<file path="config.mk">
export PLATFORM = sky130hd
export DESIGN_NAME = instr_sequencer_flat
export DESIGN_NICKNAME = d
export VERILOG_FILES = /design/src/rtl/instr_sequencer_if.sv /design/src/rtl/instr_sequencer.sv /design/src/flat_wrapper.sv
export SDC_FILE = /design/constraint.sdc
export NUM_CORES = 1
export LEC_CHECK = 0
export CAP_MARGIN = 15
export CORE_ASPECT_RATIO = 0.9
export CORE_MARGIN = 8
export CORE_UTILIZATION = 40
export DETAILED_ROUTE_END_ITERATION = 8
export PLACE_DENSITY = 0.76
export SYNTH_ARGS = -nofsm -noshare
export SYNTH_HDL_FRONTEND = slang
export SYNTH_SLANG_ARGS = --single-unit
</file>
<file path="constraint.sdc">
create_clock -name clk -period 1.7 [get_ports clk]
set_input_delay 0.34 -clock clk [delete_from_list [all_inputs] [get_ports clk]]
set_output_delay 0.34 -clock clk [all_outputs]
set_load 0.01 [all_outputs]
</file>
<file path="src/rtl/instr_sequencer_if.sv">
// instr_sequencer_if: every signal the sequencer exchanges with the rest of the
// core, bundled into one interface. The sequencer side uses the master modport.
//   start                       level request to leave IDLE/HALT
//   busy, halted, pc            status outputs
//   imem_req/addr/ack/rdata     instruction fetch handshake
//   rf_addr/rd_en/wr_en/wdata   register-file access
//   alu_op/operand/start        ALU launch
//   alu_done/result/flags       ALU completion
interface instr_sequencer_if #(
  parameter int PC_W = 8
);
  logic            start;
  logic            busy;
  logic            halted;
  logic [PC_W-1:0] pc;
  logic            imem_req;
  logic [PC_W-1:0] imem_addr;
  logic            imem_ack;
  logic [31:0]     imem_rdata;
  logic [4:0]      rf_addr;
  logic            rf_rd_en;
  logic            rf_wr_en;
  logic [15:0]     rf_wdata;
  logic [3:0]      alu_op;
  logic [15:0]     alu_operand;
  logic            alu_start;
  logic            alu_done;
  logic [15:0]     alu_result;
  logic [3:0]      alu_flags;

  modport master (
    input  start, imem_ack, imem_rdata, alu_done, alu_result, alu_flags,
    output busy, halted, pc, imem_req, imem_addr, rf_addr, rf_rd_en, rf_wr_en,
           rf_wdata, alu_op, alu_operand, alu_start
  );

  modport slave (
    output start, imem_ack, imem_rdata, alu_done, alu_result, alu_flags,
    input  busy, halted, pc, imem_req, imem_addr, rf_addr, rf_rd_en, rf_wr_en,
           rf_wdata, alu_op, alu_operand, alu_start
  );
endinterface

</file>
<file path="src/rtl/instr_sequencer.sv">
// instr_sequencer: multi-cycle fetch/decode/execute/writeback controller.
// Fetches a 32-bit word, decodes the fixed field layout
//   imm=[31:16] rd=[15:11] rd_bit=[10] wr_bit=[9] li_bit=[8] opcode=[7:4] cond=[3:0]
// and sequences register reads/writes and ALU operations. A 4-bit flag register
// (written only by ALU completions) gates instructions with a non-zero cond.
// Ports:
//   clk, rst_n  clock (rising edge) and asynchronous active-low reset
//   bus         instr_sequencer_if master modport (handshakes and status)
module instr_sequencer #(
  parameter int          PC_W    = 8,
  parameter logic [3:0]  HALT_OP = 4'hF
) (
  input  logic                  clk,
  input  logic                  rst_n,
  instr_sequencer_if.master     bus
);
  typedef enum logic [2:0] {
    S_IDLE, S_FETCH, S_DECODE, S_EXEC, S_WAIT_ALU, S_WB, S_HALT
  } state_e;

  state_e          state_q, state_d;
  logic [PC_W-1:0] pc_q, pc_d;
  logic [31:0]     instr_q, instr_d;
  logic [3:0]      flags_q, flags_d;
  logic [15:0]     result_q, result_d;

  logic imem_req_q, rf_rd_en_q, rf_wr_en_q, alu_start_q, busy_q, halted_q;

  logic [15:0] imm;
  logic [4:0]  rd;
  logic        rd_bit, wr_bit, li_bit;
  logic [3:0]  opcode, cond;

  assign imm    = instr_q[31:16];
  assign rd     = instr_q[15:11];
  assign rd_bit = instr_q[10];
  assign wr_bit = instr_q[9];
  assign li_bit = instr_q[8];
  assign opcode = instr_q[7:4];
  assign cond   = instr_q[3:0];

  always_comb begin
    state_d  = state_q;
    pc_d     = pc_q;
    instr_d  = instr_q;
    flags_d  = flags_q;
    result_d = result_q;
    case (state_q)
      S_IDLE, S_HALT: begin
        if (bus.start) begin
          pc_d    = '0;
          state_d = S_FETCH;
        end
      end
      S_FETCH: begin
        if (bus.imem_ack) begin
          instr_d = bus.imem_rdata;
          pc_d    = pc_q + 1'b1;
          state_d = S_DECODE;
        end
      end
      S_DECODE: begin
        // Priority: halt, then condition skip, then li, then ALU, then plain WB.
        if (opcode == HALT_OP) begin
          state_d = S_HALT;
        end else if (cond != 4'd0 && (cond & flags_q) == 4'd0) begin
          state_d = S_FETCH;
        end else if (li_bit) begin
          result_d = imm;
          state_d  = S_WB;
        end else if (rd_bit) begin
          state_d = S_EXEC;
        end else begin
          state_d = S_WB;
        end
      end
      S_EXEC: state_d = S_WAIT_ALU;
      S_WAIT_ALU: begin
        if (bus.alu_done) begin
          result_d = bus.alu_result;
          flags_d  = bus.alu_flags;
          state_d  = S_WB;
        end
      end
      S_WB:    state_d = S_FETCH;
      default: state_d = S_IDLE;
    endcase
  end

  // Strobes are registered from the next state so each is high exactly while
  // the FSM sits in the matching state, and the async reset clears them at once.
  always_ff @(posedge clk or negedge rst_n) begin
    if (!rst_n) begin
      state_q     <= S_IDLE;
      pc_q        <= '0;
      instr_q     <= '0;
      flags_q     <= '0;
      result_q    <= '0;
      imem_req_q  <= 1'b0;
      rf_rd_en_q  <= 1'b0;
      rf_wr_en_q  <= 1'b0;
      alu_start_q <= 1'b0;
      busy_q      <= 1'b0;
      halted_q    <= 1'b0;
    end else begin
      state_q     <= state_d;
      pc_q        <= pc_d;
      instr_q     <= instr_d;
      flags_q     <= flags_d;
      result_q    <= result_d;
      imem_req_q  <= (state_d == S_FETCH);
      rf_rd_en_q  <= (state_d == S_EXEC);
      alu_start_q <= (state_d == S_EXEC);
      // WB is only entered with instr_d == instr_q, so its wr bit is final here.
      rf_wr_en_q  <= (state_d == S_WB) && instr_d[9];
      busy_q      <= (state_d != S_IDLE) && (state_d != S_HALT);
      halted_q    <= (state_d == S_HALT);
    end
  end

  assign bus.busy        = busy_q;
  assign bus.halted      = halted_q;
  assign bus.pc          = pc_q;
  assign bus.imem_req    = imem_req_q;
  assign bus.imem_addr   = pc_q;
  assign bus.rf_addr     = rd;
  assign bus.rf_rd_en    = rf_rd_en_q;
  assign bus.rf_wr_en    = rf_wr_en_q;
  assign bus.rf_wdata    = result_q;
  assign bus.alu_op      = opcode;
  assign bus.alu_operand = imm;
  assign bus.alu_start   = alu_start_q;
endmodule

</file>
<file path="src/flat_wrapper.sv">
// flat-port wrapper written by rule: the top's interface ports become plain ports
module instr_sequencer_flat 
#(
  parameter int          PC_W    = 8,
  parameter logic [3:0]  HALT_OP = 4'hF
)
  (clk, rst_n, bus_start, bus_imem_ack, bus_imem_rdata, bus_alu_done, bus_alu_result, bus_alu_flags, bus_busy, bus_halted, bus_pc, bus_imem_req, bus_imem_addr, bus_rf_addr, bus_rf_rd_en, bus_rf_wr_en, bus_rf_wdata, bus_alu_op, bus_alu_operand, bus_alu_start);
  instr_sequencer_if #(.PC_W(PC_W)) bus_i ();
  input  logic clk;
  input  logic rst_n;
  input wire logic [$bits(bus_i.start)-1:0] bus_start;
  input wire logic [$bits(bus_i.imem_ack)-1:0] bus_imem_ack;
  input wire logic [$bits(bus_i.imem_rdata)-1:0] bus_imem_rdata;
  input wire logic [$bits(bus_i.alu_done)-1:0] bus_alu_done;
  input wire logic [$bits(bus_i.alu_result)-1:0] bus_alu_result;
  input wire logic [$bits(bus_i.alu_flags)-1:0] bus_alu_flags;
  output wire logic [$bits(bus_i.busy)-1:0] bus_busy;
  output wire logic [$bits(bus_i.halted)-1:0] bus_halted;
  output wire logic [$bits(bus_i.pc)-1:0] bus_pc;
  output wire logic [$bits(bus_i.imem_req)-1:0] bus_imem_req;
  output wire logic [$bits(bus_i.imem_addr)-1:0] bus_imem_addr;
  output wire logic [$bits(bus_i.rf_addr)-1:0] bus_rf_addr;
  output wire logic [$bits(bus_i.rf_rd_en)-1:0] bus_rf_rd_en;
  output wire logic [$bits(bus_i.rf_wr_en)-1:0] bus_rf_wr_en;
  output wire logic [$bits(bus_i.rf_wdata)-1:0] bus_rf_wdata;
  output wire logic [$bits(bus_i.alu_op)-1:0] bus_alu_op;
  output wire logic [$bits(bus_i.alu_operand)-1:0] bus_alu_operand;
  output wire logic [$bits(bus_i.alu_start)-1:0] bus_alu_start;
  assign bus_i.start = bus_start;
  assign bus_i.imem_ack = bus_imem_ack;
  assign bus_i.imem_rdata = bus_imem_rdata;
  assign bus_i.alu_done = bus_alu_done;
  assign bus_i.alu_result = bus_alu_result;
  assign bus_i.alu_flags = bus_alu_flags;
  assign bus_busy = bus_i.busy;
  assign bus_halted = bus_i.halted;
  assign bus_pc = bus_i.pc;
  assign bus_imem_req = bus_i.imem_req;
  assign bus_imem_addr = bus_i.imem_addr;
  assign bus_rf_addr = bus_i.rf_addr;
  assign bus_rf_rd_en = bus_i.rf_rd_en;
  assign bus_rf_wr_en = bus_i.rf_wr_en;
  assign bus_rf_wdata = bus_i.rf_wdata;
  assign bus_alu_op = bus_i.alu_op;
  assign bus_alu_operand = bus_i.alu_operand;
  assign bus_alu_start = bus_i.alu_start;
  instr_sequencer #(.PC_W(PC_W), .HALT_OP(HALT_OP)) u_core (.clk(clk), .rst_n(rst_n), .bus(bus_i));
endmodule
</file>
[Word-level counts from Yosys, hierarchy flattened]
Index checks and enable logic that the tools add are counted.
Cells by class
  add/subtract/negate cells: 1
  multiplexer cells: 18
  bitwise gates (word level): 1
  equality and inequality tests: 18
  reductions and logical operators: 14
Operators by type and width (count)
  16-bit 2-to-1 mux: 4
  16-bit case mux with 2 select lines: 1
  3-bit 2-to-1 mux: 7
  10-bit 2-to-1 mux: 2
  3-bit case mux with 6 select lines: 1
  8-bit 2-to-1 mux: 2
  8-bit case mux with 2 select lines: 1
  3-bit equality test (second input constant): 5
  2-bit != test (second input constant): 5
  3-bit by 2-bit equality test with 1-bit output (second input constant): 3
  8-bit by 1-bit adder with 8-bit output (second input constant): 1
  3-bit by 1-bit equality test with 1-bit output (second input constant): 2
  5-bit AND reduction: 1
  4-bit bitwise AND: 1
  4-bit equality test (second input constant): 1
  4-bit zero test: 1
  2-bit AND reduction: 2
  2-bit nonzero test: 2
  4-bit nonzero test: 1
  1-bit logical AND: 3
  3-bit zero test: 1
  3-bit != test (second input constant): 1
  3-bit AND reduction: 1
  3-bit nonzero test: 1
  other kinds (2): 2
Storage, ports and cells
  word-level logic and storage cells: 63
  input bits: 57
  output and inout port bits: 63
  register bits after elaboration: 68

[Depth between registers and ports, before layout]
  word-level depth: 8
  mapped depth: 6
  mapped depth without buffers: 4

[Worst setup path before layout]
No wires, ideal clock.
  kind: register to register
  start: reg u_core.instr_q[0]
  end: reg u_core.result_q[0] (netlist: u_core.bus.rf_wdata[0])
  path buffers: 2
  setup time: 0.123 ns
  data arrival time: 1.494 ns
  cell stages (with the launch flop): 7
  required time: 1.577 ns
  clock period less this slack: 1.617 ns
  slack: 0.083 ns
  cells stage by stage: dfrtp_1 nor4_2 nor3_2 or2_1 buf_6 buf_12 o221a_1
Between the ends
  cells in the longest elaborated chain, start to end: 5
  elaborated cells on any way between the ends: 6
  classes of those cells: eq/ne: 1; bitwise: 1; reduce/logical: 4
Ends and longest elaborated chain
  start: declaration: RTL line instr_sequencer.sv:23  | logic [31:0] instr_q, instr_d;
  start signal: assignment: RTL line instr_sequencer.sv:108  | instr_q <= instr_d;
  4-bit bitwise AND: RTL line instr_sequencer.sv:66  | end else if (cond != 4'd0 && (cond & flags_q) == 4'd0) begin
  4-bit zero test: RTL line instr_sequencer.sv:66
  1-bit logical AND (*): RTL line instr_sequencer.sv:66
  2-bit != test (no line) (*)
  5-bit AND reduction (no line) (*)
  end signal: assignment: RTL line instr_sequencer.sv:110  | result_q <= result_d;
  end: declaration: RTL line instr_sequencer.sv:25  | logic [15:0] result_q, result_d;
Every way passes the cells marked *; elsewhere a longest branch is shown, timed or not.
A chain may end at the register's enable or synchronous reset.

[Worst setup path in the final report]
  start: reg u_core.instr_q[30]
  end: out bus_alu_operand[14]
RTL lines
  end: declaration: RTL line flat_wrapper.sv:27  | output wire logic [$bits(bus_i.alu_operand)-1:0] bus_alu_operand;
No word-level cell between the ends.

==> metrics.sh <==
RUN_STATUS='finished, final reports clean'
WORSTREG2REGEND='u_core.bus.rf_wdata[8]$_DFFE_PN0P_'
PLACE_CONGESTION=0.8200
DETAILROUTE.VIA_COUNT=2623
SYNTH_ASYNC_SR_FLOP_SHARE=1.000
FINISH.CELL_COUNT_WITHOUT_FILLERS=538
AREAGROWTHSYNTHTOFINISH_PCT=47.32
FIRST_GLOBAL_VIAS=2744
FINAL_ANTENNA_NET_COUNT=0
SYNTHESIS.AREA_MM2=0.003249
NUMBER_OF_DIFFERENT_LIBRARY_CELLS_IN_THE_POST_SYNTHESIS_NETLIST=46
POWER_FRAC_CLOCK=0.205
SYNTH-EDFF-COUNT=0
CRITICAL-PATH-TOP-DELAY-FAMILY='buffers and inverters'
INTERNAL_POWER_mW=5.326
POST_LAYOUT_TOTAL_POWER_mW=7.953
TOTALWIRELENGTH_MM=8.553
SLEW-LIMIT-HEADROOM=0.7571
POWER_DENSITY_mW_PER_MM2=1661
PRE_REPAIR_DR_ITERATION_COUNT=4
FINAL_MIN_PERIOD_OVER_CLOCK_PERIOD=0.9593
WORSTPATHREQUIRED_NS=1.36
TOTAL_AREA_OF_MULTI_INPUT_COMBINATIONAL_CELLS_MM2=0.001199
TIMING.FINAL.HOLD_VIOLATIONS=0
DETAIL_ROUTE.VIAS_PER_CELL=4.875
INITIALDRTVIOLATIONCOUNT=73
DRC=0
CTS_MAX_LEVEL=3
FINAL_DESIGN_AREA_NO_FILL_MM2=0.004787
SEQ_AREA_FRAC_SYNTH=0.5237
FINAL_LAYOUT_SIZE_SUFFIX_GT1_FRAC=0.1458
PATH_BUF_INV=1
DIE-HEIGHT_UM=101.5
ANTENNA_FOUND_INITIAL=0
R2R.WORST_PATH.CELLS=5
WORSTSETUPENDPOINTTYPE='output pin'
TOTAL_OF_FILL_CELLS_IN_THE_FINISHED_DESIGN=654
CLKLATENCYLATEPIN_NS=0.34
REGISTER_AREA_MM2=0.001707
FINAL.MIN_CLOCK_PERIOD_NS=1.631
CRIT_TYPE='reg -> out'
POWER.COMBINATIONAL.FRACTION=0.443
YS_DOMINANT_REG_CELL='dfrtp_1'
GRTUSAGEMET2=0.2509
TRITONCTS_NUM_SINKS=68
CTSLONGESTPATHBUFFERS=2
MAX_SLEW.WORST_PIN.SLEW_NS=0.3643
FINAL.SETUP_SKEW_NS=0.009733
GRT_UTIL_MET1=0.1728
CORE-AREA_MM2=0.007951
YOSYS_REGISTER_BITS=68
GRT_FIRST_PASS_WIRELENGTH_MM=13.77
SYNTH_WARNINGS=0
SETUP.WORST_PATH.START_CLASS='flop'
TOTAL_LEAKAGE_POWER_nW=2.237
MOST_CROWDED_LAYER_GR='met2'
SHARE_OF_TOTAL_POWER_IN_SEQUENTIAL_CELLS=0.352
DRV_CAP=0
SLEW_VIOLATIONS=0
IR_DROP_mV=0.9160
MAXIMUM_NUMBER_OF_PINS_ON_ONE_NET_BEFORE_GLOBAL_ROUTE_REPAIR=69
CLKTRANSATPATHREGS_NS=0.08
CRITPATHMAXFANOUT=3
REG2REG_FROM='u_core.instr_q[2]$_DFFE_PN0P_'
INITIAL_UTILIZATION=0.4087
POST_CTS_HOLD_BUFFER_COUNT=0
CHAIN_OF_CELLS_FORMING_THE_CRITICAL_PATH='clkdlybuf4s50_1'
GRT_UTIL_ALL_LAYERS=0.1514
POWER.SWITCHING_FRACTION=0.3303
REPORT.FINAL.SETUP_VIOL=0
CLASS_OF_THE_MOST_CRITICAL_HOLD_TIMING_PATH='in -> async'
BIGGEST_CELL_DELAY_ALONG_THE_CRITICAL_PATH_NS=0.56
FP.DIEAREA_MM2=0.01127
PLACE.DETAILED.HPWL_MM=6.406
CRIT_SLOWEST_CELL='clkdlybuf4s50_1'
SWITCHINGPOWER_mW=2.627
WL_PER_CELL_UM=15.90
SYN_NETS=383
FF2FF_SETUP_SLACK_NS=0.09
CLOCK_TREE_FROM_TRITONCTS='built'
CHIPWIDTH_UM=111.0
GRT_OVERFLOW=0
NUMBER_OF_NETS_IN_THE_LAYOUT=492
ACHIEVABLE-FREQUENCY_MHz=613.2
GROUTE.LAYER.MET3.USAGE=0.06750
DETAILED_PLACE.AREA_MM2=0.004476
FIN_UTIL=0.6020
PIN_COUNT=120
PLACEDCELLCOUNT=518
PLACEMENT_ROWS=31
PORT-BUFFER-COUNT=119
RSZ0062_AT_GRT='no'
ANTENNA_CELLS=0
SYNTHESIS.INSTANCES=325
TRITONCTS.NUM_BUFFERS=9
CP.ARRIVAL_NS=1.29
CTSROOTBUFFERMASTER='clkbuf_8'
SYN_AREA_PER_CELL_UM2=9.998
## power by group through the flow
| stage | clock [mW] | sequential (mW) | combinational [mW] |
|---|---|---|---|
| global placement | 0 | 2.80 | 3.44 |
| floorplan | 0 | 2.82 | 1.93 |
| detailed placement | 0 | 2.82 | 3.53 |
| finish | 1.63 | 2.80 | 3.52 |
| CTS | 1.69 | 2.79 | 3.58 |
| global route | 1.75 | 2.89 | 3.84 |
## registers in the layout, summed over array words and instances (netlist names)
name and count:
u_core.instr_q 32, u_core.bus.halted 1, u_core.state_q 3, u_core.bus.busy 1, u_core.bus.imem_req 1, u_core.bus.imem_addr 8
u_core.bus.rf_wdata 16, u_core.bus.rf_wr_en 1, u_core.bus.alu_start 1, u_core.flags_q 4
## worst max-delay path by stage
stage | startpoint | to | slack (ns) | cells past startpoint
after floorplan | u_core.instr_q[0]$_DFFE_PN0P_ | u_core.bus.rf_wdata[0]$_DFFE_PN0P_ | 0.08 | 6
after global placement | bus_imem_ack | u_core.instr_q[10]$_DFFE_PN0P_ | -0.06 | 6
after detailed placement | bus_imem_ack | u_core.bus.imem_addr[2]$_DFFE_PN0P_ | -0.13 | 6
after CTS | u_core.bus.imem_addr[0]$_DFFE_PN0P_ | bus_pc[0] | 0.008 | 1
after global routing | u_core.instr_q[1]$_DFFE_PN0P_ | u_core.bus.rf_wdata[8]$_DFFE_PN0P_ | 0.003 | 5
final | u_core.instr_q[30]$_DFFE_PN0P_ | bus_alu_operand[14] | 0.07 | 1
## through the flow
stage	worst slack, ns	hold slack [ns]	setup TNS (ns)
global placement	-0.05639	0.3899	-1.733
detailed placement	-0.1349	0.3931	-2.872
finish	0.06923	0.01321	0
global route	0.003300	0.02828	0
floorplan	0.08318	0.04441	0
CTS	0.007669	0.02347	0
## metal layers
metal | vias up | share of wire
met5 | - | 0
met4 | 0 | 0.0087
met3 | 8 | 0.081
met2 | 95 | 0.48
met1 | 1239 | 0.43
li1 | 1281 | -
## cell usage after synthesis (all sizes together) (2+ instances only)
master / instances / area [um^2]
o21bai: 2 / 18.77
nor3: 3 / 25.02
nor2b: 3 / 18.77
a22o: 4 / 35.03
inv: 3 / 11.26
nand2: 103 / 386.6
a31oi: 2 / 12.51
and3b: 2 / 17.52
o221a: 16 / 180.2
nand3: 4 / 25.02
mux2: 5 / 56.30
nor2: 5 / 18.77
clkbuf: 5 / 18.77
nand2b: 17 / 106.4
and3: 2 / 12.51
nand4: 4 / 25.02
dfrtp: 68 / 1702
a211oi: 2 / 15.01
nor3b: 2 / 26.28
buf: 45 / 337.8
o21ai: 11 / 55.05
a21oi: 2 / 10.01
## layout by cell type, fill, tap and decap left out, types with 5 or more instances in the layout
master | Yosys | final
clkdlybuf4s50_1 | 0 | 112
nand2_1 | 103 | 103
dfrtp_1 | 68 | 64
buf_4 | 34 | 22
nand2b_1 | 17 | 17
o221a_1 | 15 | 15
o21ai_0 | 10 | 10
clkbuf_8 | 0 | 10
dlymetal6s2s_1 | 0 | 6
buf_12 | 1 | 6
nor2_1 | 5 | 5
mux2_2 | 5 | 5
## repair_timing
action	CTS	global route
setup endpoints to repair	10	25
buffers inserted	3	1
gates resized for setup	3	9
gates cloned	0	0
pin swaps	0	2
## logic make-up after synthesis
group	synth area share
mux	0.02041
buf+inv	0.1132
flops	0.5237
compound gates	0.1132
xor+xnor	0.002696
fa+ha+maj	0.003850
simple gates	0.2230
## area by class of cell
class / instances / share of cell area
clock buffer: 10 / 0.02875
clock inverter: 6 / 0.02326
inverter: 3 / 0.002352
multi-input combinational: 204 / 0.2504
sequential: 68 / 0.3565
tap: 99 / 0.02588
timing repair buffer: 148 / 0.3129
Power figures use the tool's default switching activity.
